<file path="config.mk">
export PLATFORM = sky130hd
export DESIGN_NAME = cycle_timing_gen
export DESIGN_NICKNAME = d
export VERILOG_FILES = /design/src/rtl/cycle_timing_gen.sv
export SDC_FILE = /design/constraint.sdc
export NUM_CORES = 1
export LEC_CHECK = 0
export ABC_AREA = 1
export BUFFER_PORTS_ARGS = -buffer_cell sky130_fd_sc_hd__buf_4
export CORE_MARGIN = 2
export CORE_UTILIZATION = 40
export CTS_BUF_LIST = sky130_fd_sc_hd__clkbuf_8 sky130_fd_sc_hd__clkbuf_16
export DETAILED_ROUTE_END_ITERATION = 8
export HOLD_SLACK_MARGIN = 0.03
export PLACE_DENSITY = 0.69
export SLEW_MARGIN = 25
export SYNTH_ARGS = -nofsm -noshare
export SYNTH_HDL_FRONTEND = slang
export SYNTH_SLANG_ARGS = --single-unit
</file>
<file path="constraint.sdc">
create_clock -name clk -period 2.67 [get_ports clk]
set_input_delay 0.1335 -clock clk [delete_from_list [all_inputs] [get_ports clk]]
set_output_delay 0.1335 -clock clk [all_outputs]
set_load 0.05 [all_outputs]
</file>
<file path="src/rtl/cycle_timing_gen.sv">
// Machine-cycle / beat generator for the control unit: one-hot cycle flags and beat,
// interrupt entry at instruction boundaries, HLT idling, and sequencing-fault watchdogs.
module cycle_timing_gen #(
  parameter int unsigned STALL_MAX = 16,
  parameter int unsigned STALL_W   = 5
) (
  input  logic       clk,
  input  logic       rst,
  input  logic       Tplus1,
  input  logic       Tset0,
  input  logic       Set_FI,
  input  logic       Set_DST,
  input  logic       Set_SRC,
  input  logic       Set_EXC,
  input  logic       Set_INT,
  input  logic       HALT,
  input  logic       int_req,
  input  logic       int_en,
  output logic       FI,
  output logic       DST,
  output logic       SRC,
  output logic       EXC,
  output logic       INT,
  output logic [7:0] T,
  output logic       int_ack,
  output logic       halted,
  output logic       seq_err,
  output logic       stall_err
);

  localparam logic [STALL_W-1:0] STALL_LIM = STALL_W'(STALL_MAX);

  typedef enum logic [2:0] {
    S_FI, S_DST, S_SRC, S_EXC, S_INT, S_HALT
  } cyc_t;

  cyc_t               cyc_q, cyc_nx;
  logic [7:0]         t_q, t_nx;
  logic               pend_q, pend_nx;
  logic               ack_q, ack_nx;
  logic               seq_q, err_ev;
  logic               stall_q, stall_nx;
  logic [STALL_W-1:0] cnt_q, cnt_nx;
  logic               pend_any, multi_set, any_set, changed;

  always_ff @(posedge clk or posedge rst) begin
    if (rst) begin
      cyc_q   <= S_FI;
      t_q     <= 8'h01;
      pend_q  <= 1'b0;
      ack_q   <= 1'b0;
      seq_q   <= 1'b0;
      stall_q <= 1'b0;
      cnt_q   <= '0;
    end else begin
      cyc_q   <= cyc_nx;
      t_q     <= t_nx;
      pend_q  <= pend_nx;
      ack_q   <= ack_nx;
      seq_q   <= seq_q | err_ev;
      stall_q <= stall_nx;
      cnt_q   <= cnt_nx;
    end
  end

  always_comb begin
    cyc_nx    = cyc_q;
    t_nx      = t_q;
    ack_nx    = 1'b0;
    err_ev    = 1'b0;
    pend_any  = pend_q | int_req;
    any_set   = Set_FI | Set_DST | Set_SRC | Set_EXC | Set_INT;
    multi_set = $countones({Set_FI, Set_DST, Set_SRC, Set_EXC, Set_INT}) > 1;

    if (cyc_q == S_HALT) begin
      // A request arriving on this very edge is enough to wake the core.
      if (pend_any && int_en) begin
        cyc_nx = S_INT;
        t_nx   = 8'h01;
        ack_nx = 1'b1;
      end
    end else if (any_set) begin
      err_ev = multi_set;
      t_nx   = 8'h01;
      if (Set_FI) begin
        if (HALT) begin
          cyc_nx = S_HALT;
          t_nx   = 8'h00;
        end else if (pend_q && int_en) begin
          cyc_nx = S_INT;
          ack_nx = 1'b1;
        end else begin
          cyc_nx = S_FI;
        end
      end else if (Set_EXC) begin
        cyc_nx = S_EXC;
      end else if (Set_SRC) begin
        cyc_nx = S_SRC;
      end else if (Set_DST) begin
        cyc_nx = S_DST;
      end else begin
        cyc_nx = S_INT;
        ack_nx = 1'b1;
      end
    end else if (Tset0) begin
      t_nx = 8'h01;
    end else if (Tplus1) begin
      if (t_q == 8'h80) err_ev = 1'b1;
      else              t_nx   = {t_q[6:0], 1'b0};
    end

    pend_nx = ack_nx ? 1'b0 : pend_any;

    changed = (cyc_nx != cyc_q) || (t_nx != t_q);
    if (changed)               cnt_nx = '0;
    else if (cyc_q == S_HALT)  cnt_nx = cnt_q;
    else if (cnt_q == STALL_LIM) cnt_nx = cnt_q;
    else                       cnt_nx = cnt_q + 1'b1;
    stall_nx = stall_q | (cnt_nx == STALL_LIM);
  end

  always_comb begin
    FI        = 1'b0;
    DST       = 1'b0;
    SRC       = 1'b0;
    EXC       = 1'b0;
    INT       = 1'b0;
    halted    = 1'b0;
    case (cyc_q)
      S_FI:    FI     = 1'b1;
      S_DST:   DST    = 1'b1;
      S_SRC:   SRC    = 1'b1;
      S_EXC:   EXC    = 1'b1;
      S_INT:   INT    = 1'b1;
      default: halted = 1'b1;
    endcase
    T         = t_q;
    int_ack   = ack_q;
    seq_err   = seq_q;
    stall_err = stall_q;
  end

endmodule
</file>
* Yosys cells after proc, flatten, opt, wreduce, memory -nomap -nowiden
Cells that the tools add are included.
** Word-level totals
- Register bits after elaboration :: 20
- Bits in latches :: 0
- Memory bits (writable) :: 0
- Memory bits (read-only) :: 0
- Memories kept :: 0
** Cells by class
- Add/subtract/negate cells :: 5
- Multiply operators :: 0
- Div/mod/pow operators :: 0
- Magnitude comparators :: 1
- Equal/unequal tests :: 10
- Shifts and indexed selects :: 0
- Mux-type cells :: 41
- Bitwise gates (word level) :: 7
- Reductions and logical operators :: 5
** Operator list (number)
- $mux 8 :: 6
- $mux 3 :: 9
- $mux 1 :: 23
- $mux 5 :: 3
- $eq 5x5->1 const B :: 2
- $eq 8x8->1 const B :: 1
- $ne 8x8->1 :: 1
- $or 1x1->1 :: 7
- $eq 3x2->1 const B :: 2
- $eq 3x3->1 const B :: 2
- $add 5x1->5 const B :: 1
- $reduce_or 5->1 :: 1
- $add 1x1->2 :: 2
- $add 3x1->4 :: 1
- $gt 4x1->1 const B :: 1
- $add 2x2->3 :: 1
- $eq 3x1->1 const B :: 1
- $logic_not 3->1 :: 1
- $ne 3x3->1 :: 1
- $logic_and 1x1->1 :: 2
- $logic_or 1x1->1 :: 1

* Longest topological paths before layout
- Depth in word-level cells :: 11
- Gate-level depth with buffers :: 17
- Depth with buffers taken out :: 17

* Least setup slack after synthesis
OpenSTA, ideal clock, no wires.
- Path kind :: register to register
- Start :: reg t_q[1] (netlist: T[1])
- End :: reg stall_q (netlist: stall_err)
- Setup time :: 0.117 ns
- Arrival time :: 1.776 ns
- Required time :: 2.553 ns
- Slack :: 0.777 ns
- Stages on the path, launching flop included :: 14
- Cells stage by stage :: dfrtp_1 -> inv_1 -> o21ai_0 -> nand2_2 -> inv_2 -> nand2_2 -> nand3_2 -> nand2_1 -> nor2_1 -> nand2_1 -> nor2_4 -> o211ai_1 -> nand3_1 -> nand2_1
** On the way
- Word-level cells in the longest chain between the ends :: 11
- Elaborated cells between the ends (all ways) :: 12
** RTL lines
- start, declared :: RTL line 38 : logic [7:0] t_q, t_nx;
- start signal, assigned :: RTL line 57 : t_q <= t_nx;
- $eq 8x8->1 :: RTL line 108 : if (t_q == 8'h80) err_ev = 1'b1;
- $mux 8 :: RTL line 108
- $mux 8 :: RTL line 107 : end else if (Tplus1) begin
- $mux 8 :: RTL line 105 : end else if (Tset0) begin
- $mux 8 :: RTL line 82 : end else if (any_set) begin
- $mux 8 :: RTL line 75 : if (cyc_q == S_HALT) begin
- $ne 8x8->1 (*) :: RTL line 114 : changed = (cyc_nx != cyc_q) || (t_nx != t_q);
- $logic_or 1x1->1 (*) :: RTL line 114
- $mux 5 (*) :: RTL line 115 : if (changed) cnt_nx = '0;
- $eq 5x5->1 (*) :: RTL line 119 : stall_nx = stall_q | (cnt_nx == STALL_LIM);
- $or 1x1->1 (*) :: RTL line 119
- net stall_nx :: RTL line 42 : logic stall_q, stall_nx;
- end signal, assigned :: RTL line 61 : stall_q <= stall_nx;
- end, declared :: RTL line 42
Mark *: on every way through the listed nets, which the timed path passes. The rest lies on a longest branch.

* Final worst setup path
- Start :: reg cyc_q[2]
- End :: reg stall_q (netlist: stall_err)
** On the way
- Word-level cells in the longest chain between the ends :: 7
- Elaborated cells between the ends (all ways) :: 12
** RTL lines
- start, declared :: RTL line 37 : cyc_t cyc_q, cyc_nx;
- start signal, assigned :: RTL line 56 : cyc_q <= cyc_nx;
- $eq 3x3->1, or another cell as far along :: RTL line 75, 116
- $mux 8 / $mux 3 (equally long branches) :: RTL line 75
- $ne 8x8->1 / $ne 3x3->1 (equally long branches) :: RTL line 114
- $logic_or 1x1->1 :: RTL line 114
- $mux 5 (*) :: RTL line 115
- $eq 5x5->1 (*) :: RTL line 119
- $or 1x1->1 (*) :: RTL line 119
- net stall_nx :: RTL line 42
Marked as above.

==> flow_summary_export.csv <==
group,metric,value,unit
routing,viasPerCell,4.90,
timing,final_max_slew_viol_count,0,
critical_path,r2r_start,"cyc_q[2]",
routing,ant_nets,0,
cts,ctsHoldBuffers,0,
finish,multi_input_area,935,µm²
timing,setup_viol,0,
global_routing,grt_max_degree,23,
global_routing,grt_usage,0.167,
critical_path,cp.arrival,2170,ps
finish,final_cells,305,
routing,drt-initial-drc-count,52,
timing,skew,2.74,ps
cts,clk_latency,260,ps
critical_path,endpoint_kind,"flip-flop",
cts,cts_tree,"built",
placed_design,io_buffers,28,
timing,tightest_slew,799,ps
cts,clock_path_buffers,2,
critical_path,path_buf_inv,1,
routing,drtPass1Iterations,4,
synthesis,ys.warnings.count,0,
global_routing,grt_pass1_wl,5680,µm
finish,antennaDiodeCount,0,
critical_path,cp_max_fo,22,
timing,max_freq,0.497,GHz
synthesis,netlist_instances,228,
critical_path,reg2reg_setup_slack,660,ps
finish,post-route-util,0.486,
critical_path,r2r_end,"stall_err",
timing,min_period,2010,ps
routing,wl_per_cell,11.4,µm
synthesis,syn_nets,245,
synthesis,syn_area_per_cell,7.09,µm²
critical_path,critPathTopFamily,"simple AND/OR/NAND/NOR gates",
synthesis,ys_seq_area_frac,0.310,
synthesis,netlist_area,0.00162,mm²
critical_path,crit_type,"flip-flop to flip-flop",
critical_path,start_kind,"flip-flop",
floorplan,io_pins,29,
timing,finalHoldViolCount,0,
finish,drive_above_1_share,0.243,
placed_design,dpl.cell_count,301,
timing,relSlewSlack,0.467,
routing,vias,1493,
routing,drc,0,
critical_path,r2r_cells,11,
cts,clkTransAtPathRegs,80,ps
cts,cts.sinks,20,
synthesis,ys_ff_latch,20,
synthesis,synth.distinct_cells,34,
finish,final_nets,273,
run_status,status,"finished, final reports clean",
placed_design,place_ws,608,ps
timing,rsz0062_at_grt,"no",
critical_path,crit_path_top_delay_cell,"dfrtp_1",
hold_path,hp-class,"primary input to async pin",
cts,post-cts-setup-buffer-count,0,
critical_path,cp_slowest_stage_delay,520,ps
pwr,leakage,0.00105,µW
timing,min_period_over_period,0.753,
timing,tns,0,ps
floorplan,core.rowCount,23,
floorplan,dieHeight,67.6,µm
global_routing,antenna_found_initial,0,
floorplan,fp.dieW,67.6,µm
global_routing,grt_overflow,0,
global_routing,grt_pass1_vias,1279,
critical_path,cp_cell_sequence,"nand3_4, inv_4, nand2_4, nand3_1, nand2_1, nor2_1, nand2_2, nor2_4, o211ai_1, nand3_1, nand2_1",
floorplan,dieArea,0.00457,mm²
floorplan,coreArea,0.00394,mm²
cts,cts_root_buffer,"clkbuf_8",
finish,regArea,502,µm²
cts,post_cts_resized,0,
placed_design,hpwlAfterDp,2710,µm
pwr,p_per_area,558,mW/mm²
routing,drt-total-wl,3470,µm
finish,num-fill-cells,381,
floorplan,start_util,0.410,
timing,setup_slack,659,ps
cts,h-tree-depth,1,
job,max_cap_violations,0,
pwr,ir_drop,265,µV
critical_path,required,2830,ps
cts,cts_buffers,3,
placed_design,gp_congestion,0.879,
finish,area_growth,18.4,%
## per-layer routing
| metal | track usage | vias up | wire [µm] |
|---|---|---|---|
| met5 | 0 | - | 0 |
| li1 | - | 782 | - |
| met1 | 0.245 | 666 | 1710 |
| met2 | 0.243 | 41 | 1500 |
| met3 | 0.0233 | 4 | 205 |
| met4 | 0.0689 | 0 | 56 |
## layout make-up
type,count,area share
Timing Repair Buffer,28,0.110
Inverter,35,0.0699
Multi-Input combinational cell,168,0.488
Tap cell,50,0.0327
Sequential cell,20,0.262
Clock buffer,3,0.0216
Clock inverter,1,0.0157
## logic make-up after synthesis
group,share of synthesized area
AND/OR/NAND/NOR,0.427
buffers and inverters,0.111
AO/OA/AOI/OAI,0.0859
flip-flops,0.310
adder cells (fa/ha/maj),0.0433
XOR/XNOR,0.0217
## where the power goes
group,internal [µW],switching [µW]
Combinational,125,273
Sequential,330,36.1
Clock,200,104
Total,656,414
## state kept, by name (all words and copies together), names as in the netlist
| signal | flops |
|---|---|
| seq_err | 1 |
| stall_err | 1 |
| pend_q | 1 |
| cyc_q | 3 |
| int_ack | 1 |
| T | 8 |
| cnt_q | 5 |
## worst reg2reg max path: cells and delay by family, from the launching register on
kind,cells,cell delay [ps]
buffers and inverters,1,180
AND/OR/NAND/NOR,9,1090
AO/OA/AOI/OAI,1,110
flip-flops,1,520
## cells in the mapped netlist, drive strengths merged
library cell  instances  area, µm²
dfrtp                19        475
nand4                 6       37.5
o211ai                2       15.0
o21ai                12       75.1
nand3                25        163
inv                  35        134
nand2                71        297
xor2                  4       35.0
ha                    4       50.1
and3                  2       12.5
nor2                 30        161
fa                    1       20.0
o31ai                 1       7.51
nor3                  4       20.0
o22ai                 1       6.26
dfstp                 1       26.3
a2111o                1       11.3
buf                   5       46.3
a21oi                 3       15.0
a31o                  1       8.76
## metrics by stage
| step | hold WS, ps | power (µW) | instance area, µm² |
|---|---|---|---|
| after floorplan | 96.6 | 693 | 1620 |
| after global placement | 337 | 768 | 1840 |
| after detailed placement | 335 | 772 | 1840 |
| after CTS | 46.6 | 1080 | 1910 |
| after global routing | 110 | 1150 | 1910 |
| final | 20.1 | 1070 | 1910 |
## how the worst max path moves through the flow
| stage | startpoint | end | slack (ps) | cells past startpoint |
|---|---|---|---|---|
| after floorplan | T[1] | stall_err | 780 | 13 |
| after global placement | Set_FI | stall_err | 620 | 17 |
| after detailed placement | Set_FI | stall_err | 610 | 16 |
| after CTS | cyc_q[2] | stall_err | 660 | 14 |
| after global routing | cyc_q[2] | stall_err | 430 | 13 |
| final | cyc_q[2] | stall_err | 660 | 11 |
## cells in the final DEF, fill, tap and decap left out, types with 2 or more instances in the layout
master | netlist | final
ha_1 | 4 | 4
nand3_2 | 5 | 5
nand4_1 | 6 | 6
nand2_4 | 2 | 2
a21oi_1 | 3 | 3
clkbuf_8 | 0 | 3
and3_1 | 2 | 2
nor2_1 | 22 | 22
nor2_4 | 3 | 3
nor2_2 | 4 | 4
inv_2 | 3 | 3
o211ai_1 | 2 | 2
xor2_1 | 4 | 4
o21ai_0 | 10 | 10
nand3_1 | 19 | 19
nand2_2 | 6 | 6
buf_4 | 2 | 28
nand2_1 | 63 | 63
inv_1 | 31 | 31
nor3_1 | 4 | 4
dfrtp_1 | 19 | 19
Note: power is estimated with default switching activity, not from simulation.
